<file path="src/rtl/usr_shift_sequencer.sv">
// usr_shift_sequencer: expands one command per valid/ready handshake into a
// timed control sequence (s, in, msb, lsb) for a universal shift register.
// Commands: NOP, LOAD, SHR, SHL, ROTR, ROTL. Rotates feed the register output
// back as the serial input, and done pulses for one cycle at completion.
// Optional build macro USR_SEQ_ABORT_EN adds an abort input and an aborted
// flag that cuts a running shift/rotate short.
module usr_shift_sequencer #(
  parameter int WIDTH = 4,
  parameter int CNT_W = 3
) (
  input  logic             clk,
  input  logic             reset,
  input  logic             cmd_valid,
  output logic             cmd_ready,
  input  logic [2:0]       cmd_op,
  input  logic [WIDTH-1:0] cmd_data,
  input  logic [CNT_W-1:0] cmd_count,
  input  logic             cmd_fill,
  input  logic [WIDTH-1:0] usr_q,
`ifdef USR_SEQ_ABORT_EN
  input  logic             abort,
  output logic             aborted,
`endif
  output logic [1:0]       usr_s,
  output logic [WIDTH-1:0] usr_in,
  output logic             usr_msb,
  output logic             usr_lsb,
  output logic             busy,
  output logic             done
);

  localparam logic [2:0] OP_LOAD = 3'b001;
  localparam logic [2:0] OP_SHR  = 3'b010;
  localparam logic [2:0] OP_SHL  = 3'b011;
  localparam logic [2:0] OP_ROTR = 3'b100;
  localparam logic [2:0] OP_ROTL = 3'b101;

  localparam logic [1:0] S_HOLD  = 2'b00;
  localparam logic [1:0] S_RIGHT = 2'b01;
  localparam logic [1:0] S_LEFT  = 2'b10;
  localparam logic [1:0] S_LOAD  = 2'b11;

  localparam logic [CNT_W-1:0] CNT_ZERO = {CNT_W{1'b0}};
  localparam logic [CNT_W-1:0] CNT_ONE  = {{(CNT_W-1){1'b0}}, 1'b1};

  typedef enum logic [1:0] {
    ST_IDLE = 2'd0,
    ST_RUN  = 2'd1,
    ST_DONE = 2'd2
  } state_t;

  state_t           state_r;
  logic [2:0]       op_r;
  logic [CNT_W-1:0] cnt_r;
  logic [1:0]       s_r;
  logic [WIDTH-1:0] in_r;
  logic             msb_r;
  logic             lsb_r;
  logic             busy_r;
  logic             done_r;
  logic             accept_s;
  logic             stop_s;
  logic             abort_hit_s;
  logic             rotr_active_s;
  logic             rotl_active_s;
  logic             unused_q_s;

`ifdef USR_SEQ_ABORT_EN
  logic aborted_r;
  assign abort_hit_s = abort;
  assign aborted     = aborted_r;
`else
  assign abort_hit_s = 1'b0;
`endif

  // Only the end bits of the feedback bus drive rotates; keep the rest referenced.
  assign unused_q_s = ^usr_q;

  assign cmd_ready = (state_r == ST_IDLE);
  assign accept_s  = cmd_valid & cmd_ready;
  assign stop_s    = (cnt_r == CNT_ONE) | abort_hit_s;

  assign usr_s  = s_r;
  assign usr_in = in_r;
  assign busy   = busy_r;
  assign done   = done_r;

  // Rotate serial inputs follow the live register value during active rotate steps.
  always_comb begin
    rotr_active_s = (state_r == ST_RUN) && (op_r == OP_ROTR);
    rotl_active_s = (state_r == ST_RUN) && (op_r == OP_ROTL);
    if (rotr_active_s) begin
      usr_msb = usr_q[0];
    end else begin
      usr_msb = msb_r;
    end
    if (rotl_active_s) begin
      usr_lsb = usr_q[WIDTH-1];
    end else begin
      usr_lsb = lsb_r;
    end
  end

  // Sequencer FSM: accept, step through active cycles, pulse done, return to idle.
  always_ff @(posedge clk) begin
    if (reset) begin
      state_r <= ST_IDLE;
      op_r    <= 3'b000;
      cnt_r   <= CNT_ZERO;
      s_r     <= S_HOLD;
      in_r    <= {WIDTH{1'b0}};
      msb_r   <= 1'b0;
      lsb_r   <= 1'b0;
      busy_r  <= 1'b0;
      done_r  <= 1'b0;
`ifdef USR_SEQ_ABORT_EN
      aborted_r <= 1'b0;
`endif
    end else begin
      case (state_r)
        ST_IDLE: begin
          done_r <= 1'b0;
`ifdef USR_SEQ_ABORT_EN
          aborted_r <= 1'b0;
`endif
          if (accept_s) begin
            op_r   <= cmd_op;
            cnt_r  <= cmd_count;
            busy_r <= 1'b1;
            case (cmd_op)
              OP_LOAD: begin
                cnt_r   <= CNT_ONE;
                in_r    <= cmd_data;
                s_r     <= S_LOAD;
                state_r <= ST_RUN;
              end
              OP_SHR, OP_SHL, OP_ROTR, OP_ROTL: begin
                if (cmd_count == CNT_ZERO) begin
                  state_r <= ST_DONE;
                  done_r  <= 1'b1;
                end else begin
                  state_r <= ST_RUN;
                  if (cmd_op == OP_SHR) begin
                    s_r   <= S_RIGHT;
                    msb_r <= cmd_fill;
                  end else if (cmd_op == OP_SHL) begin
                    s_r   <= S_LEFT;
                    lsb_r <= cmd_fill;
                  end else if (cmd_op == OP_ROTR) begin
                    s_r <= S_RIGHT;
                  end else begin
                    s_r <= S_LEFT;
                  end
                end
              end
              default: begin
                state_r <= ST_DONE;
                done_r  <= 1'b1;
              end
            endcase
          end else begin
            busy_r <= 1'b0;
          end
        end
        ST_RUN: begin
          // Capture the rotate feedback so it holds once the step ends.
          if (op_r == OP_ROTR) begin
            msb_r <= usr_q[0];
          end else if (op_r == OP_ROTL) begin
            lsb_r <= usr_q[WIDTH-1];
          end else begin
            msb_r <= msb_r;
          end
          cnt_r <= cnt_r - CNT_ONE;
          if (stop_s) begin
            state_r <= ST_DONE;
            s_r     <= S_HOLD;
            done_r  <= 1'b1;
`ifdef USR_SEQ_ABORT_EN
            aborted_r <= abort;
`endif
          end else begin
            state_r <= ST_RUN;
          end
        end
        ST_DONE: begin
          state_r <= ST_IDLE;
          busy_r  <= 1'b0;
          done_r  <= 1'b0;
`ifdef USR_SEQ_ABORT_EN
          aborted_r <= 1'b0;
`endif
        end
        default: begin
          state_r <= ST_IDLE;
          s_r     <= S_HOLD;
          busy_r  <= 1'b0;
          done_r  <= 1'b0;
        end
      endcase
    end
  end

endmodule

</file>
<file path="config.mk">
export PLATFORM = sky130hd
export DESIGN_NAME = usr_shift_sequencer
export DESIGN_NICKNAME = d
export VERILOG_FILES = /design/src/rtl/usr_shift_sequencer.sv
export SDC_FILE = /design/constraint.sdc
export NUM_CORES = 1
export LEC_CHECK = 0
export BUFFER_PORTS_ARGS = -buffer_cell sky130_fd_sc_hd__clkbuf_2
export CAP_MARGIN = 30
export CORE_MARGIN = 1.5
export CORE_UTILIZATION = 50
export CTS_CLUSTER_SIZE = 28
export DETAILED_ROUTE_END_ITERATION = 8
export GPL_ROUTABILITY_DRIVEN = 0
export PLACE_DENSITY = 0.78
export SYNTH_ARGS = -nofsm -noshare
export SYNTH_HDL_FRONTEND = slang
export SYNTH_SLANG_ARGS = --single-unit
</file>
<file path="constraint.sdc">
create_clock -name clk -period 2 [get_ports clk]
set_clock_uncertainty 0.2 [all_clocks]
set_input_delay 0.1 -clock clk [delete_from_list [all_inputs] [get_ports clk]]
set_output_delay 0.1 -clock clk [all_outputs]
set_load 0.05 [all_outputs]
</file>
Word-level counts from Yosys, hierarchy flattened
Cells that the tools add are included.
{"block": "totals", "register_bits": 18, "in_bits": 18, "word_cells": 85}
{"block": "classes", "addsub": 1, "n_eq_ne": 22, "mux": 39, "n_bitwise": 2, "reduce_logical": 12}
{"op": "2-to-1 mux 1 bit", "n": 18}
{"op": "2-to-1 mux 2 bit", "n": 9}
{"op": "equality test 3 bit, second input constant", "n": 4}
{"op": "inequality test 2 x 1 -> 1 bit, second input constant", "n": 6}
{"op": "case mux 2 bit (2 select lines)", "n": 3}
{"op": "case mux 1 bit (2 select lines)", "n": 5}
{"op": "inequality test 2 bit, second input constant", "n": 4}
{"op": "AND reduction 8 bit", "n": 1}
{"op": "equality test 3 x 1 -> 1 bit, second input constant", "n": 2}
{"op": "equality test 3 x 2 -> 1 bit, second input constant", "n": 2}
{"op": "2-to-1 mux 3 bit", "n": 2}
{"op": "case mux 2 bit (3 select lines)", "n": 1}
{"op": "case mux 3 bit (2 select lines)", "n": 1}
{"op": "AND reduction 6 bit", "n": 1}
{"op": "AND reduction 5 bit", "n": 1}
{"op": "AND reduction 2 bit", "n": 2}
{"op": "OR reduction 4 bit", "n": 1}
{"op": "logical NOT 3 bit", "n": 1}
{"op": "inequality test 3 x 1 -> 1 bit, second input constant", "n": 1}
{"op": "inequality test 3 bit, second input constant", "n": 1}
{"op": "AND reduction 3 bit", "n": 1}
{"op": "subtractor 3 x 1 -> 3 bit, second input constant", "n": 1}
{"op": "equality test 2 x 1 -> 1 bit, second input constant", "n": 1}
{"op": "equality test 2 bit, second input constant", "n": 1}
{"op": "5 further kinds", "n": 6}

Logic depth before layout (Yosys ltp)
Gate-level depths: netlist of the first run.
{"block": "logic_depth", "ltp_word": 8, "mapped_depth": 6}

Worst setup path before layout of the first run
Ideal clock, no wire load.
{"block": "synth_timing", "path_kind": "register -> output", "start": "register state_r[0]", "end": "output port usr_msb", "arrival_ns": 1.445, "path_slack_ns": 0.255, "path_stages_with_launch": 6, "cell_sequence": "dfxtp_1 -> buf_6 -> nor2b_1 -> buf_2 -> and4bb_2 -> mux2_2"}
{"block": "synth_between", "elab_chain_cells": 3}
{"element": "start, declared", "line": "52", "source": "state_t state_r;"}
{"element": "start signal, assigned", "line": "107", "source": "state_r <= ST_IDLE;"}
{"element": "start signal, assigned", "line": "135", "source": "state_r <= ST_RUN;"}
{"element": "start signal, assigned", "line": "139", "source": "state_r <= ST_DONE;"}
{"element": "equality test 2 x 1 -> 1 bit", "line": "90", "source": "rotr_active_s = (state_r == ST_RUN) && (op_r == OP_ROTR);"}
{"element": "logical AND 1 bit", "line": "90"}
{"element": "2-to-1 mux 1 bit", "line": "92", "source": "if (rotr_active_s) begin"}
{"element": "end, declared", "line": "26", "source": "output logic usr_msb,"}
No other way between the ends.

Worst setup path in the final report of the first run
{"block": "layout_timing", "start": "register state_r[1]", "end": "output port usr_msb"}
Same word-level chain as after synthesis.

==> impl_metrics.tcl, run 1 <==
set metrics [dict create \
    outcome "completed" \
    layout.area.seq_sq_um 362 \
    row_count 15 \
    numPortBuffers 26 \
    final.fill_count 156 \
    critPathLaunchType "register" \
    pin_count 29 \
    netlist-cell-type-count 37 \
    design.final.nets 180 \
    crit_path_max_fanout 8 \
    coreArea_sq_mm 0.00178 \
    fin_crit_sh 0.953 \
    most-common-layout-cells "clkbuf_2 (25), dfxtp_1 (17), nand2_1 (13)" \
    post_synth_mux_area_share 0.0430 \
    unrepaired_setup_endpoints_after_global_routing "no" \
    route.detailed.vias_per_inst 5.39 \
    timing.setup.critical_path_class "register to output port" \
    cts_buffers 3 \
    effective_utilization_at_floorplan 0.554 \
    place_area_sq_mm 0.00115 \
    clk_transition_reported_paths_ns 0.11 \
    layout_commonest_cell "clkbuf_2" \
    sequential_to_total_area_share_from_yosys_stat 0.365 \
    power_per_cell_area_mw_per_mm2 661 \
    grt_util_all_layers 0.229 \
    area_fraction_in_and_or_nand_and_nor_cells_after_synthesis 0.315 \
    cap_viol_max_count 0 \
    synth-warning-count 0 \
    grt_first_pass_wirelength_um 3610 \
    power.leakage_nw 0.534 \
    power_frac_seq 0.464 \
    clock_tree_buf_depth 2 \
    floorplan.die.width_um 47.5 \
    cts_sinks 18 \
    critPathCaptureType "output port" \
    finish.instance_area_sq_mm 0.00130 \
    setup_viol 0 \
    synth_compound_area_frac 0.177 \
    cell_internal_pwr_w 0.000591 \
    power.net_switching_w 0.000269 \
    crit_path_start "state_r[1]" \
    wl_per_cell_um 12.9 \
    synthesized_area_fraction_occupied_by_adder_cells 0.0253 \
    power.ir.vdd_worst_uv 448 \
    route.vias.total 992 \
    cts.htree.levels 1 \
    synth.ff_latch_count 18 \
    share_of_total_power_in_combinational_logic 0.283 \
    power_switching_share 0.313 \
    diodes 0 \
    detail_route.first_pass.iterations 4 \
    worst_slew_pin_slew_ns 0.400 \
    hold_path.class "primary input to register" \
    global_route.overflow_total 0 \
    design.die.area_sq_mm 0.00225 \
    multi_input_area_sq_um 571 \
    grt_max_degree 21 \
    postRouteWirelength_um 2370 \
    drt_first_iter_violations 19 \
    detail-route-antenna-nets 0 \
    post-dp-hpwl_um 1730 \
    share_of_final_layout_standard_cells_stronger_than_drive_strength_1 0.289 \
    layout-area-overhead-vs-synth_pct 31.6 \
    clockPowerShare 0.253 \
    slew_viol_final 0 \
    post_route_drc 0 \
    cp.required_ns 1.70 \
    die_height_um 47.5 \
    holdCritStartpoint "cmd_fill" \
    first_global_vias 831 \
    cts.root.buffer_cell "clkbuf_4" \
    netlist_instances 120 \
    fmaxAchievable_mhz 525 \
    finalCriticalPeriod_ns 1.91 \
    synth_xor_xnor_area_share 0.00886 \
    clock_insertion_delay_worst_skew_ns 0.28 \
    main_combinational_cell_family_by_area_after_synthesis "simple AND/OR/NAND/NOR gates" \
    antenna_violations_before_repair 0 \
    tritoncts "done" \
    timing.rr.start "state_r[0]" \
    worst-r2r-setup-slack_ns 0.20 \
    timing.setup.tns_ns 0 \
    max_slew_margin 0.733 \
    cp.arrival_ns 1.61 \
    syn_avg_cell_area_sq_um 8.24 \
    netlist_area_sq_um 988 \
    final_hold_fails 0 \
    syn_nets 140 \
]
==> synth_stat cells <==
master     instances  share of area
ha_1               2          0.025
a41oi_1            1         0.0089
nor4b_1            1         0.0089
inv_1              5          0.019
nor3_2             1          0.010
clkbuf_1           5          0.019
or3_1              3          0.019
nor3_1             4          0.020
buf_6              2          0.023
mux2i_1            2          0.020
a221oi_1           1         0.0089
mux2_2             2          0.023
nor3b_2            1          0.013
nor2_1             9          0.034
nand2_1           13          0.049
a21o_1             1         0.0076
xnor2_1            1         0.0089
nand4b_1           1         0.0089
a222oi_1           1          0.010
o32ai_1            1         0.0089
nor2b_1            3          0.019
a21oi_1           12          0.061
nand3b_1           1         0.0076
nor3b_1            2          0.015
a22oi_1            1         0.0076
buf_2              1         0.0051
o41ai_1            1         0.0089
a211oi_1           1         0.0076
nor4_4             1          0.022
nand4bb_1          1          0.011
and4bb_2           1          0.013
nand2b_1           4          0.025
o21ai_0            8          0.041
o21a_1             1         0.0076
nand3_1            6          0.030
dfxtp_1           18           0.36
or3b_1             1         0.0089
==> logic make-up (layout without fill, tap and decap cells) <==
kind of cell | Yosys count | count (layout)
AND/OR/NAND/NOR | 53 | 53
buffers and inverters | 13 | 52
AO/OA/AOI/OAI | 29 | 29
adder cells (fa/ha/maj) | 2 | 2
XOR/XNOR | 1 | 1
multiplexers | 4 | 4
flip-flops | 18 | 18
==> cell type report <==
cell class,instances,share of cell area
multi-input cells,89,0.438
flip-flops and latches,18,0.278
repair buffers,43,0.217
clock buffers,4,0.0279
well taps,25,0.0240
inverters,5,0.0144
==> routing by layer <==
layer / global-route usage / routed length [um] / up-vias
met2: 0.397 / 1270 / 19
met1: 0.301 / 1010 / 466
met4: 0.0333 / 0 / 0
met5: 0 / 0 / -
met3: 0.0453 / 91 / 0
li1: - / - / 507
==> metrics by stage <==
step / hold slack (ns) / util / power, W / cells / setup slack (ns)
floorplan: 0.0476 / - / 0.000569 / 120 / 0.255
global placement: 0.136 / 0.644 / 0.000621 / 169 / 0.214
detailed placement: 0.145 / 0.644 / 0.000629 / 169 / 0.173
CTS: 0.0102 / 0.726 / 0.000868 / 183 / 0.0373
global route: 0.0116 / 0.730 / 0.000911 / 184 / 0.0222
finish: 0.0123 / 0.730 / 0.000860 / 184 / 0.0950
==> path summary, 6_finish.rpt <==
| path | to | depth (start not counted) |
|---|---|---|
| max | usr_msb | 4 |
| max reg2reg | msb_r | 5 |
| min reg2reg | usr_in[1] | 2 |
| min | msb_r | 4 |
==> power groups by stage <==
stage / Combinational [W] / Clock, W / Sequential [W]
detailed placement: 0.000222 / 0 / 0.000407
global route: 0.000266 / 0.000243 / 0.000403
global placement: 0.000216 / 0 / 0.000405
finish: 0.000243 / 0.000218 / 0.000399
floorplan: 0.000137 / 0 / 0.000432
CTS: 0.000242 / 0.000226 / 0.000399
==> state kept, by name (all words and copies together) (netlist names) <==
signal / cells
state_r: 2
busy: 1
cnt_r: 3
usr_in: 4
lsb_r: 1
done: 1
usr_s: 2
msb_r: 1
op_r: 3
==> what timing repair did <==
action,4_1_cts,5_1_grt
hold buffers,9,0
pin swaps,0,1
gates cloned,0,0
endpoints found under the hold margin,9,0
resized for setup,4,1
setup endpoints to repair,2,1
setup buffers,1,1
==> worst max-delay path: stages (launching register included) <==
cell and delay, ns:
dfxtp_2 0.38, nor2b_4 0.15, and4bb_2 0.26, mux2_2 0.33
buf_4 0.19
Note: power is estimated with default switching activity, not from simulation.
==> run 2: changes to the inputs <==
- CORE_ASPECT_RATIO: not set -> 0.7
==> impl_metrics.tcl, run 2 (same netlist as run 1, synthesis figures left out) <==
set metrics [dict create \
    hold_end "op_r[0]" \
    critPathLaunchType "register" \
    post-dp-hpwl_um 1750 \
    route.detailed.vias_per_inst 5.48 \
    layout_commonest_cell "clkbuf_2" \
    grt_first_pass_wirelength_um 4040 \
    timing.rr.end "msb_r" \
    timing.setup.tns_ns 0 \
    floorplan.die.width_um 56.1 \
    top_usage_layer "met2" \
    critPathSlowestCell "dlygate4sd3_1" \
    unrepaired_setup_endpoints_after_global_routing "no" \
    max_slew_margin 0.721 \
    wl_per_cell_um 13.7 \
    first_global_vias 890 \
    cap_viol_max_count 0 \
    slew_viol_final 0 \
    cts.htree.levels 1 \
    global_route.usage.met2 0.438 \
    hold_depth 3 \
    design.final.nets 183 \
    cts_sinks 18 \
    cts_buffers 3 \
    worst-r2r-setup-slack_ns 0.07 \
    power.leakage_nw 0.551 \
    diodes 0 \
    finish.instance_area_sq_mm 0.00134 \
    setup_viol 0 \
    cts.root.buffer_cell "clkbuf_4" \
    globalRouteMet3Util 0.0677 \
    largest_register_ffs 4 \
    clock_tree_buf_depth 2 \
    power.ir.vdd_worst_uv 461 \
    critPathCaptureType "register" \
    fin_crit_sh 0.964 \
    timing.setup.critical_path_class "register to register" \
    worst_path_largest_cell_delay_ns 0.56 \
    share_of_final_layout_standard_cells_stronger_than_drive_strength_1 0.296 \
    antenna_violations_before_repair 0 \
    pin_count 29 \
    coreArea_sq_mm 0.00185 \
    cp.arrival_ns 1.91 \
    crit_path_cell_trace "nor2b_4 -> buf_4 -> mux2i_1 -> dlygate4sd3_1 -> o21a_1 -> nor3_2" \
    grt_max_degree 21 \
    clock_insertion_delay_worst_skew_ns 0.30 \
    rr_worst_depth 6 \
    detail_route.first_pass.iterations 5 \
    final_hold_fails 0 \
    numPortBuffers 26 \
    drt_first_iter_violations 38 \
    power_per_cell_area_mw_per_mm2 661 \
    layout-area-overhead-vs-synth_pct 35.6 \
    detail-route-antenna-nets 0 \
    clk_transition_reported_paths_ns 0.11 \
    cp.required_ns 1.98 \
    critPathTopFamily "buffers and inverters" \
    hold_path.class "primary input to register" \
    global_route.overflow_total 0 \
    route.vias.total 1009 \
    worst-path-buf-inv 2 \
    place_area_sq_mm 0.00114 \
    row_count 13 \
    holdCritStartpoint "cmd_op[0]" \
    postRouteWirelength_um 2510 \
    post_route_drc 0 \
    tritoncts "done" \
    design.die.area_sq_mm 0.00226 \
    outcome "completed" \
    worst_slew_pin_slew_ns 0.418 \
    fmaxAchievable_mhz 518 \
    grt_util_all_layers 0.241 \
    die_height_um 40.2 \
    globalRouteMet1Util 0.302 \
    effective_utilization_at_floorplan 0.533 \
    timing.rr.start "state_r[0]" \
    finalCriticalPeriod_ns 1.93 \
    crit_path_max_fanout 6 \
    most-common-layout-cells "clkbuf_2 (25), dfxtp_1 (16), nand2_1 (13)" \
]
## run 2: cell types whose count changed in the layout (fill, tap and decap cells not counted)
cell | previous run | this run
dlygate4sd3_1 | 9 | 11
dfxtp_4 | 0 | 1
dfxtp_1 | 17 | 16
mux2_4 | 0 | 1
mux2_2 | 2 | 1
buf_8 | 0 | 1
## run 2: worst reg2reg max path, cell delays in order, from the launching register on
cell and delay, ns:
dfxtp_4 0.39, nor2b_4 0.18, buf_4 0.14, mux2i_1 0.17, dlygate4sd3_1 0.56, o21a_1 0.13, nor3_2 0.03
## run 2: worst max-delay path by stage
| stage | cells after the start | slack, ns | from | endpoint |
|---|---|---|---|---|
| 6_report | 6 | 0.07 | state_r[0] | msb_r |
| 5_1_grt | 4 | 0.008 | state_r[0] | usr_msb |
| 4_1_cts | 4 | 0.02 | state_r[0] | usr_msb |
| 3_5_place_dp | 4 | 0.12 | state_r[0] | usr_msb |
| 3_3_place_gp | 4 | 0.18 | state_r[0] | usr_msb |
| 2_1_floorplan | 5 | 0.26 | state_r[0] | usr_msb |
## run 2: per-layer routing
layer  vias up  wire, um
met5         -         0
met4         0         8
met3         3       149
met2        37      1240
met1       461      1120
li1        508         -
## run 2: cell type report
cell class                      count  area, sq um
Timing Repair Buffer               46          318
Clock buffer                        4         36.3
Inverter                            5         18.8
Multi-Input combinational cell     89          574
Tap cell                           22         27.5
Fill cell                         154          514
Sequential cell                    18          365
## run 2: timing repair
item	4_1_cts	5_1_grt
pin swaps	0	1
hold buffers	11	0
hold endpoints to repair	10	0
endpoints found under the setup margin	2	3
resized for setup	7	2
buffers inserted	0	3
## run 2: where the power goes
| part | total, W | switching (W) | leakage [nW] | internal (W) |
|---|---|---|---|---|
| clock network | 0.000227 | 0.000116 | 0.0210 | 0.000111 |
| logic | 0.000257 | 0.000150 | 0.382 | 0.000108 |
| registers | 0.000402 | 0.0000187 | 0.148 | 0.000383 |
## run 2: through the flow
stage	util	cells	hold slack [ns]	power, W	setup slack (ns)
2_1_floorplan	-	120	0.0476	0.000569	0.255
3_3_place_gp	0.617	166	0.136	0.000621	0.180
3_5_place_dp	0.617	166	0.149	0.000629	0.120
4_1_cts	0.708	181	0.00914	0.000877	0.0215
5_1_grt	0.723	184	0.0237	0.000933	0.00847
6_report	0.723	184	0.0307	0.000886	0.0712
